`src/rtl/axi_sram_bist_if.sv`:
```
// AXI4 manager/subordinate bundle with 64-bit data, as seen by the SRAM BIST.
interface axi_sram_bist_if #(
  parameter int ID_WIDTH   = 1,
  parameter int ADDR_WIDTH = 32
);
  logic [ID_WIDTH-1:0]   awid;
  logic [ADDR_WIDTH-1:0] awaddr;
  logic [7:0]            awlen;
  logic [2:0]            awsize;
  logic [1:0]            awburst;
  logic                  awvalid;
  logic                  awready;

  logic [63:0]           wdata;
  logic [7:0]            wstrb;
  logic                  wlast;
  logic                  wvalid;
  logic                  wready;

  logic [ID_WIDTH-1:0]   bid;
  logic [1:0]            bresp;
  logic                  bvalid;
  logic                  bready;

  logic [ID_WIDTH-1:0]   arid;
  logic [ADDR_WIDTH-1:0] araddr;
  logic [7:0]            arlen;
  logic [2:0]            arsize;
  logic [1:0]            arburst;
  logic                  arvalid;
  logic                  arready;

  logic [ID_WIDTH-1:0]   rid;
  logic [63:0]           rdata;
  logic [1:0]            rresp;
  logic                  rlast;
  logic                  rvalid;
  logic                  rready;

  modport master (
    output awid, awaddr, awlen, awsize, awburst, awvalid,
    input  awready,
    output wdata, wstrb, wlast, wvalid,
    input  wready,
    input  bid, bresp, bvalid,
    output bready,
    output arid, araddr, arlen, arsize, arburst, arvalid,
    input  arready,
    input  rid, rdata, rresp, rlast, rvalid,
    output rready
  );

  modport slave (
    input  awid, awaddr, awlen, awsize, awburst, awvalid,
    output awready,
    input  wdata, wstrb, wlast, wvalid,
    output wready,
    output bid, bresp, bvalid,
    input  bready,
    input  arid, araddr, arlen, arsize, arburst, arvalid,
    output arready,
    output rid, rdata, rresp, rlast, rvalid,
    input  rready
  );
endinterface

```
`src/rtl/axi_sram_bist.sv`:
```
// SRAM BIST over AXI: writes an address-derived pattern in 16-beat bursts,
// reads it back and counts response/data errors.
module axi_sram_bist #(
  parameter int ID_WIDTH   = 1,
  parameter int ADDR_WIDTH = 32
) (
  input  logic                  clk_i,
  input  logic                  rst_i,
  input  logic                  start_i,
  input  logic [ADDR_WIDTH-1:0] base_addr_i,
  input  logic [11:0]           num_bursts_i,
  output logic                  busy_o,
  output logic                  done_o,
  output logic                  pass_o,
  output logic [15:0]           err_count_o,
  output logic [ADDR_WIDTH-1:0] first_err_addr_o,
  axi_sram_bist_if.master       axi
);
  typedef enum logic [2:0] {IDLE, WR_AW, WR_W, WR_B, RD_AR, RD_R, DONE} state_e;

  state_e                state_q, state_d;
  logic [ADDR_WIDTH-1:0] base_q, base_d;
  logic [ADDR_WIDTH-1:0] first_err_addr_q, first_err_addr_d;
  logic [11:0]           nb_q, nb_d, burst_q, burst_d;
  logic [3:0]            beat_q, beat_d;
  logic [15:0]           err_count_q, err_count_d;
  logic                  pass_q, pass_d, done_q, done_d;

  logic [ADDR_WIDTH-1:0] burst_addr, beat_addr, err_addr;
  logic                  last_burst, err_hit;

  function automatic logic [63:0] pattern(input logic [ADDR_WIDTH-1:0] a);
    logic [31:0] a32;
    a32 = 32'(a);
    return {~a32, a32};
  endfunction

  // Base is 128-byte aligned and bursts are 128 bytes, so no burst crosses 4 KB.
  assign burst_addr = base_q + ADDR_WIDTH'({burst_q, 7'b0});
  assign beat_addr  = burst_addr + ADDR_WIDTH'({beat_q, 3'b0});
  assign last_burst = (burst_q == nb_q - 12'd1);

  always_ff @(posedge clk_i) begin
    if (rst_i) begin
      state_q          <= IDLE;
      base_q           <= '0;
      first_err_addr_q <= '0;
      nb_q             <= '0;
      burst_q          <= '0;
      beat_q           <= '0;
      err_count_q      <= '0;
      pass_q           <= 1'b0;
      done_q           <= 1'b0;
    end else begin
      state_q          <= state_d;
      base_q           <= base_d;
      first_err_addr_q <= first_err_addr_d;
      nb_q             <= nb_d;
      burst_q          <= burst_d;
      beat_q           <= beat_d;
      err_count_q      <= err_count_d;
      pass_q           <= pass_d;
      done_q           <= done_d;
    end
  end

  always_comb begin
    state_d          = state_q;
    base_d           = base_q;
    first_err_addr_d = first_err_addr_q;
    nb_d             = nb_q;
    burst_d          = burst_q;
    beat_d           = beat_q;
    err_count_d      = err_count_q;
    pass_d           = pass_q;
    done_d           = 1'b0;
    err_hit          = 1'b0;
    err_addr         = burst_addr;
    case (state_q)
      IDLE: if (start_i) begin
        base_d           = base_addr_i & ~ADDR_WIDTH'(7'h7F);
        nb_d             = num_bursts_i;
        burst_d          = '0;
        beat_d           = '0;
        err_count_d      = '0;
        first_err_addr_d = '0;
        pass_d           = 1'b0;
        state_d          = (num_bursts_i == 12'd0) ? DONE : WR_AW;
      end
      WR_AW: if (axi.awready) state_d = WR_W;
      WR_W: if (axi.wready) begin
        beat_d = beat_q + 4'd1;
        if (beat_q == 4'd15) state_d = WR_B;
      end
      WR_B: if (axi.bvalid) begin
        err_hit = (axi.bresp != 2'b00);
        if (last_burst) begin
          burst_d = '0;
          state_d = RD_AR;
        end else begin
          burst_d = burst_q + 12'd1;
          state_d = WR_AW;
        end
      end
      RD_AR: if (axi.arready) state_d = RD_R;
      RD_R: if (axi.rvalid) begin
        // Response, data and rlast-position faults on one beat count once.
        err_hit  = (axi.rresp != 2'b00) || (axi.rdata != pattern(beat_addr)) ||
                   (axi.rlast != (beat_q == 4'd15));
        err_addr = beat_addr;
        beat_d   = beat_q + 4'd1;
        if (axi.rlast) begin
          beat_d = '0;
          if (last_burst) begin
            state_d = DONE;
          end else begin
            burst_d = burst_q + 12'd1;
            state_d = RD_AR;
          end
        end
      end
      DONE: begin
        done_d  = 1'b1;
        pass_d  = (err_count_q == 16'd0);
        state_d = IDLE;
      end
      default: state_d = IDLE;
    endcase
    if (err_hit) begin
      if (err_count_q != 16'hFFFF) err_count_d = err_count_q + 16'd1;
      if (err_count_q == 16'd0) first_err_addr_d = err_addr;
    end
  end

  // Payloads are zero whenever the matching valid is low, so they stay stable
  // while valid is held and read as zero out of reset.
  always_comb begin
    axi.awid    = '0;
    axi.awaddr  = '0;
    axi.awlen   = '0;
    axi.awsize  = '0;
    axi.awburst = '0;
    axi.awvalid = 1'b0;
    axi.wdata   = '0;
    axi.wstrb   = '0;
    axi.wlast   = 1'b0;
    axi.wvalid  = 1'b0;
    axi.bready  = 1'b0;
    axi.arid    = '0;
    axi.araddr  = '0;
    axi.arlen   = '0;
    axi.arsize  = '0;
    axi.arburst = '0;
    axi.arvalid = 1'b0;
    axi.rready  = 1'b0;
    case (state_q)
      WR_AW: begin
        axi.awvalid = 1'b1;
        axi.awaddr  = burst_addr;
        axi.awlen   = 8'd15;
        axi.awsize  = 3'd3;
        axi.awburst = 2'b01;
      end
      WR_W: begin
        axi.wvalid = 1'b1;
        axi.wdata  = pattern(beat_addr);
        axi.wstrb  = 8'hFF;
        axi.wlast  = (beat_q == 4'd15);
      end
      WR_B: axi.bready = 1'b1;
      RD_AR: begin
        axi.arvalid = 1'b1;
        axi.araddr  = burst_addr;
        axi.arlen   = 8'd15;
        axi.arsize  = 3'd3;
        axi.arburst = 2'b01;
      end
      RD_R: axi.rready = 1'b1;
      default: ;
    endcase
  end

  assign busy_o           = (state_q != IDLE);
  assign done_o           = done_q;
  assign pass_o           = pass_q;
  assign err_count_o      = err_count_q;
  assign first_err_addr_o = first_err_addr_q;
endmodule

```
`src/flat_wrapper.sv`:
```
// flat-port wrapper written by rule: the top's interface ports become plain ports
module axi_sram_bist_flat 
#(
  parameter int ID_WIDTH   = 1,
  parameter int ADDR_WIDTH = 32
)
  (clk_i, rst_i, start_i, base_addr_i, num_bursts_i, busy_o, done_o, pass_o, err_count_o, first_err_addr_o, axi_awid, axi_awaddr, axi_awlen, axi_awsize, axi_awburst, axi_awvalid, axi_awready, axi_wdata, axi_wstrb, axi_wlast, axi_wvalid, axi_wready, axi_bid, axi_bresp, axi_bvalid, axi_bready, axi_arid, axi_araddr, axi_arlen, axi_arsize, axi_arburst, axi_arvalid, axi_arready, axi_rid, axi_rdata, axi_rresp, axi_rlast, axi_rvalid, axi_rready);
  axi_sram_bist_if #(.ID_WIDTH(ID_WIDTH), .ADDR_WIDTH(ADDR_WIDTH)) axi_i ();
  input  logic clk_i;
  input  logic rst_i;
  input  logic start_i;
  input  logic [ADDR_WIDTH-1:0] base_addr_i;
  input  logic [11:0] num_bursts_i;
  output logic busy_o;
  output logic done_o;
  output logic pass_o;
  output logic [15:0] err_count_o;
  output logic [ADDR_WIDTH-1:0] first_err_addr_o;
  output wire logic [$bits(axi_i.awid)-1:0] axi_awid;
  output wire logic [$bits(axi_i.awaddr)-1:0] axi_awaddr;
  output wire logic [$bits(axi_i.awlen)-1:0] axi_awlen;
  output wire logic [$bits(axi_i.awsize)-1:0] axi_awsize;
  output wire logic [$bits(axi_i.awburst)-1:0] axi_awburst;
  output wire logic [$bits(axi_i.awvalid)-1:0] axi_awvalid;
  input wire logic [$bits(axi_i.awready)-1:0] axi_awready;
  output wire logic [$bits(axi_i.wdata)-1:0] axi_wdata;
  output wire logic [$bits(axi_i.wstrb)-1:0] axi_wstrb;
  output wire logic [$bits(axi_i.wlast)-1:0] axi_wlast;
  output wire logic [$bits(axi_i.wvalid)-1:0] axi_wvalid;
  input wire logic [$bits(axi_i.wready)-1:0] axi_wready;
  input wire logic [$bits(axi_i.bid)-1:0] axi_bid;
  input wire logic [$bits(axi_i.bresp)-1:0] axi_bresp;
  input wire logic [$bits(axi_i.bvalid)-1:0] axi_bvalid;
  output wire logic [$bits(axi_i.bready)-1:0] axi_bready;
  output wire logic [$bits(axi_i.arid)-1:0] axi_arid;
  output wire logic [$bits(axi_i.araddr)-1:0] axi_araddr;
  output wire logic [$bits(axi_i.arlen)-1:0] axi_arlen;
  output wire logic [$bits(axi_i.arsize)-1:0] axi_arsize;
  output wire logic [$bits(axi_i.arburst)-1:0] axi_arburst;
  output wire logic [$bits(axi_i.arvalid)-1:0] axi_arvalid;
  input wire logic [$bits(axi_i.arready)-1:0] axi_arready;
  input wire logic [$bits(axi_i.rid)-1:0] axi_rid;
  input wire logic [$bits(axi_i.rdata)-1:0] axi_rdata;
  input wire logic [$bits(axi_i.rresp)-1:0] axi_rresp;
  input wire logic [$bits(axi_i.rlast)-1:0] axi_rlast;
  input wire logic [$bits(axi_i.rvalid)-1:0] axi_rvalid;
  output wire logic [$bits(axi_i.rready)-1:0] axi_rready;
  assign axi_awid = axi_i.awid;
  assign axi_awaddr = axi_i.awaddr;
  assign axi_awlen = axi_i.awlen;
  assign axi_awsize = axi_i.awsize;
  assign axi_awburst = axi_i.awburst;
  assign axi_awvalid = axi_i.awvalid;
  assign axi_i.awready = axi_awready;
  assign axi_wdata = axi_i.wdata;
  assign axi_wstrb = axi_i.wstrb;
  assign axi_wlast = axi_i.wlast;
  assign axi_wvalid = axi_i.wvalid;
  assign axi_i.wready = axi_wready;
  assign axi_i.bid = axi_bid;
  assign axi_i.bresp = axi_bresp;
  assign axi_i.bvalid = axi_bvalid;
  assign axi_bready = axi_i.bready;
  assign axi_arid = axi_i.arid;
  assign axi_araddr = axi_i.araddr;
  assign axi_arlen = axi_i.arlen;
  assign axi_arsize = axi_i.arsize;
  assign axi_arburst = axi_i.arburst;
  assign axi_arvalid = axi_i.arvalid;
  assign axi_i.arready = axi_arready;
  assign axi_i.rid = axi_rid;
  assign axi_i.rdata = axi_rdata;
  assign axi_i.rresp = axi_rresp;
  assign axi_i.rlast = axi_rlast;
  assign axi_i.rvalid = axi_rvalid;
  assign axi_rready = axi_i.rready;
  axi_sram_bist #(.ID_WIDTH(ID_WIDTH), .ADDR_WIDTH(ADDR_WIDTH)) u_core (.clk_i(clk_i), .rst_i(rst_i), .start_i(start_i), .base_addr_i(base_addr_i), .num_bursts_i(num_bursts_i), .busy_o(busy_o), .done_o(done_o), .pass_o(pass_o), .err_count_o(err_count_o), .first_err_addr_o(first_err_addr_o), .axi(axi_i));
endmodule
```
`config.mk`:
```
export PLATFORM = sky130hd
export DESIGN_NAME = axi_sram_bist_flat
export DESIGN_NICKNAME = d
export VERILOG_FILES = /design/src/rtl/axi_sram_bist_if.sv /design/src/rtl/axi_sram_bist.sv /design/src/flat_wrapper.sv
export SDC_FILE = /design/constraint.sdc
export NUM_CORES = 1
export LEC_CHECK = 0
export CAP_MARGIN = 10
export CORE_ASPECT_RATIO = 0.8
export CORE_UTILIZATION = 40
export DETAILED_ROUTE_END_ITERATION = 10
export PLACE_DENSITY_LB_ADDON = 0.25
export SYNTH_ARGS = -nofsm -noshare
export SYNTH_HDL_FRONTEND = slang
export SYNTH_SLANG_ARGS = --single-unit
```
`constraint.sdc`:
```
create_clock -name clk_i -period 3.4 [get_ports clk_i]
set_clock_uncertainty 0.05 [all_clocks]
set_input_delay 0.68 -clock clk_i [delete_from_list [all_inputs] [get_ports clk_i]]
set_output_delay 0.68 -clock clk_i [all_outputs]
set_load 0.005 [all_outputs]
```
==> results.md <==
* Yosys warns at 0
* Clk_lat worst skew at 0.35 ns
* Power Dens Cells at 372 nW/um^2
* Initial antenna violation count at 0
* Die W at 161 um
* Fmax at 261 MHz
* Largest area contributor in the netlist: dfxtp_1
* Area grow syn2layout at 73.1%
* Asr flop ratio synth at 0%
* Hpwl dp at 24900 um
* Yosys top cell area share at 26.4%
* Post-Synth Adder-Cell Area at 2.89%
* Hold crit path type: reg2reg
* Initial cell density of the core at 41.6%
* H-tree lvl count at 3
* Post-synthesis mux area share at 1.51%
* Post-Synth XOR/XNOR Area at 5.52%
* Clock buffer depth at 2
* Worst slew margin at 52.4%
* Non-filler cells in the finished layout at 1807
* Crit path DAT at 4.01 ns
* Port bufs at 303
* DR vias at 10100
* Post-synthesis cell area at 8040 um^2
* FF+latch count, synth at 106
* Setup total negative slack at -18.50 ns
* Leakage at 5.60 nW
* Tot GR Track Use at 30.4%
* Via/cell ratio at 5.60
* Post-route DRC at 0
* CTS root buf: clkbuf_16
* Fin crit share at 113%
* Mapped Cells at 1109
* First-pass GRT wire length at 49300 um
* Die Y at 129 um
* Post-Route WL at 35500 um
* Max FO, Critical Path at 4
* Worst Path Required at 3.58 ns
* Ant diodes at 0
* Clock-pin slew of the registers on the worst-case setup and hold paths at 0.08 ns
* Area contributors post-synth: dfxtp_1, nor2_1, nand2_1, buf_4, a21oi_1
* Final Hold Viols at 0
* Max Slew Vio Count at 0
* Layout cells sized above 1 at 30.0%
* Routability cong. at 0.958
* Die ar. at 20700 um^2
* Total gr overflow at 0
* Nature of the critical path endpoint: register
* Drt pass-1 iters at 5
* Final worst slack at -0.429 ns
* Number of synthesized flops with an enable pin at 0
* Vias in the first global route at 9030
* Seq/Total Area, Yosys at 26.4%
* I/O Pins at 344
* Setup-failing EPs final at 80
* Cell count after placement at 1710
* Drt first-iter violations at 857
* RSZ-0062 raised after global routing: yes
* Synth cell types at 86
* CTS Buf Count at 9
* Violated checks: setup timing
* Largest family of logic cells by synthesized area: simple AND/OR/NAND/NOR gates
* Syn_area_per_cell at 7.25 um^2
* Crit path time final at 3.83 ns
* Run status: finished with violations
* Reg2reg setup slack at -0.43 ns
* Leading register cell type out of synthesis: dfxtp_1
* Max-cap violation count at 0
* Clock sinks at 106
* DR WL/cell at 19.7 um
* # rows at 45
* Core Region at 19300 um^2
* Post-layout util at 72.1%
* Largest net degree at the start of global routing at 51
* Antenna viol nets, final at 0
* CP startpoint kind: register
* Tightest Pin Transition at 0.714 ns
* CP Class: reg2reg
* Fin nets at 1685
* CTS tree: yes
* Compound-gate portion of the synthesized area at 19.6%
* Synth Area in Simple Gates at 33.8%
* Max rail drop VDD at 0.288 mV
power by group:
group	total (W)	internal [W]	leakage, nW	switching [W]
logic	0.00268	0.00129	4.60	0.00139
clock network	0.00102	0.000504	0.133	0.000517
registers	0.00147	0.00134	0.864	0.000135
total	0.00518	0.00313	5.60	0.00204
cells in the mapped netlist, drive strengths merged, types with 3 or more instances:
cell / n
dfxtp: 106
o221ai: 3
nand3b: 9
nor4: 14
a211oi: 4
a22o: 3
nand2: 134
o22ai: 7
a21oi: 84
o311ai: 3
xor2: 18
a31oi: 6
o21ai: 27
nand3: 62
nand2b: 18
o211ai: 11
and4: 6
xnor2: 31
o2111ai: 9
buf: 77
or3: 13
o211a: 3
nand4: 18
and3: 26
and3b: 4
a2111oi: 3
o31ai: 26
clkbuf: 46
and2: 26
or3b: 5
or4: 3
a21o: 8
a211o: 5
nor3: 29
o21a: 10
inv: 27
mux2i: 11
or4b: 3
nor2: 140
nor2b: 10
ha: 17
or2: 6
nor3b: 8
timing repair:
item / in CTS / in global routing
gates resized for setup: 273 / 225
hold buffers: 0 / 0
pin swaps: 51 / 43
cloned: 6 / 3
endpoints found under the setup margin: 132 / 121
setup buffers: 44 / 35
critical path, cell delays in order, from the launching register on:
cell and delay, ns:
dfxtp_4 0.37, ha_4 0.27, buf_6 0.09, o211ai_1 0.10, o211ai_1 0.19, buf_4 0.17, o2111ai_4 0.14, a21oi_2 0.22
xnor2_2 0.14, buf_4 0.15, buf_4 0.12, a211o_1 0.31, nor4_4 0.41, nand4_4 0.22, nand3b_4 0.17, buf_12 0.13
buf_8 0.11, clkbuf_16 0.14, nand3_1 0.09, o31ai_1 0.11
cell usage in the layout (no fill, tap or decap), types with 9 or more instances in the layout:
cell type / instances
nand4_1: 16
buf_6: 51
and3_1: 20
dlygate4sd2_1: 17
nor2_1: 113
buf_12: 9
conb_1: 31
xnor2_1: 23
o31ai_1: 13
xor2_1: 15
o21ai_0: 15
a21oi_1: 71
clkbuf_2: 13
nor3_1: 23
nand3_1: 53
or3_1: 11
o211ai_1: 11
nor2_4: 10
clkdlybuf4s50_1: 224
nand2b_1: 17
buf_4: 147
nor2_2: 17
clkbuf_16: 12
and2_1: 18
o21a_1: 10
buf_2: 41
nor2b_1: 10
nand2_1: 126
inv_1: 26
a21oi_2: 11
dfxtp_1: 99
nor4_1: 11
area by class of cell:
type | instances | area, um^2
Inverter | 27 | 101
Timing Repair Buffer | 517 | 4820
Multi-Input combinational cell | 883 | 6260
Clock buffer | 9 | 225
Clock inverter | 7 | 51.3
Tap cell | 258 | 323
Fill cell | 1488 | 5390
Sequential cell | 106 | 2140
state kept, by name (all words and copies together), names as in the netlist:
signal,flops
u_core.base_q,25
u_core.err_count_o,16
u_core.beat_q,4
u_core.state_q,3
u_core.pass_o,1
u_core.nb_q,12
u_core.burst_q,12
u_core.done_o,1
u_core.first_err_addr_o,32
stage by stage:
stage | setup WS, ns | power, W | hold WS, ns | instance area, um^2
finish | -0.429 | 0.00518 | 0.420 | 13900
CTS | -0.273 | 0.00489 | 0.416 | 13100
global route | -0.503 | 0.00541 | 0.434 | 13900
detailed placement | -0.747 | 0.00375 | 0.408 | 11900
global placement | -0.567 | 0.00372 | 0.399 | 11900
floorplan | 0.000600 | 0.00270 | 0.390 | 8220
logic make-up (layout without fill, tap and decap cells):
family                     after synthesis  count (layout)
and+or+nand+nor                        540             540
AOI/OAI and AO/OA                      233             233
buffers and inverters                  150             560
DFF                                    106             106
xor gates and xnor gates                49              49
adders and majority gates               18              18
muxes                                   12              12
other                                    1              31
layer usage:
layer,routed length (um),vias up,GRT usage [%]
met4,1010,0,8.12
met1,14200,4826,38.7
met5,0,-,0.909
li1,-,4711,-
met3,3040,80,5.87
met2,17300,510,52.3
final timing paths:
kind	start	end	cells after the start
min	u_core.base_q[16]	u_core.base_q[16]	2
max reg2reg	u_core.base_q[10]	u_core.first_err_addr_o[20]	19
max	u_core.base_q[10]	u_core.first_err_addr_o[20]	19
min reg2reg	u_core.base_q[16]	u_core.base_q[16]	2
Power figures use the tool's default switching activity.
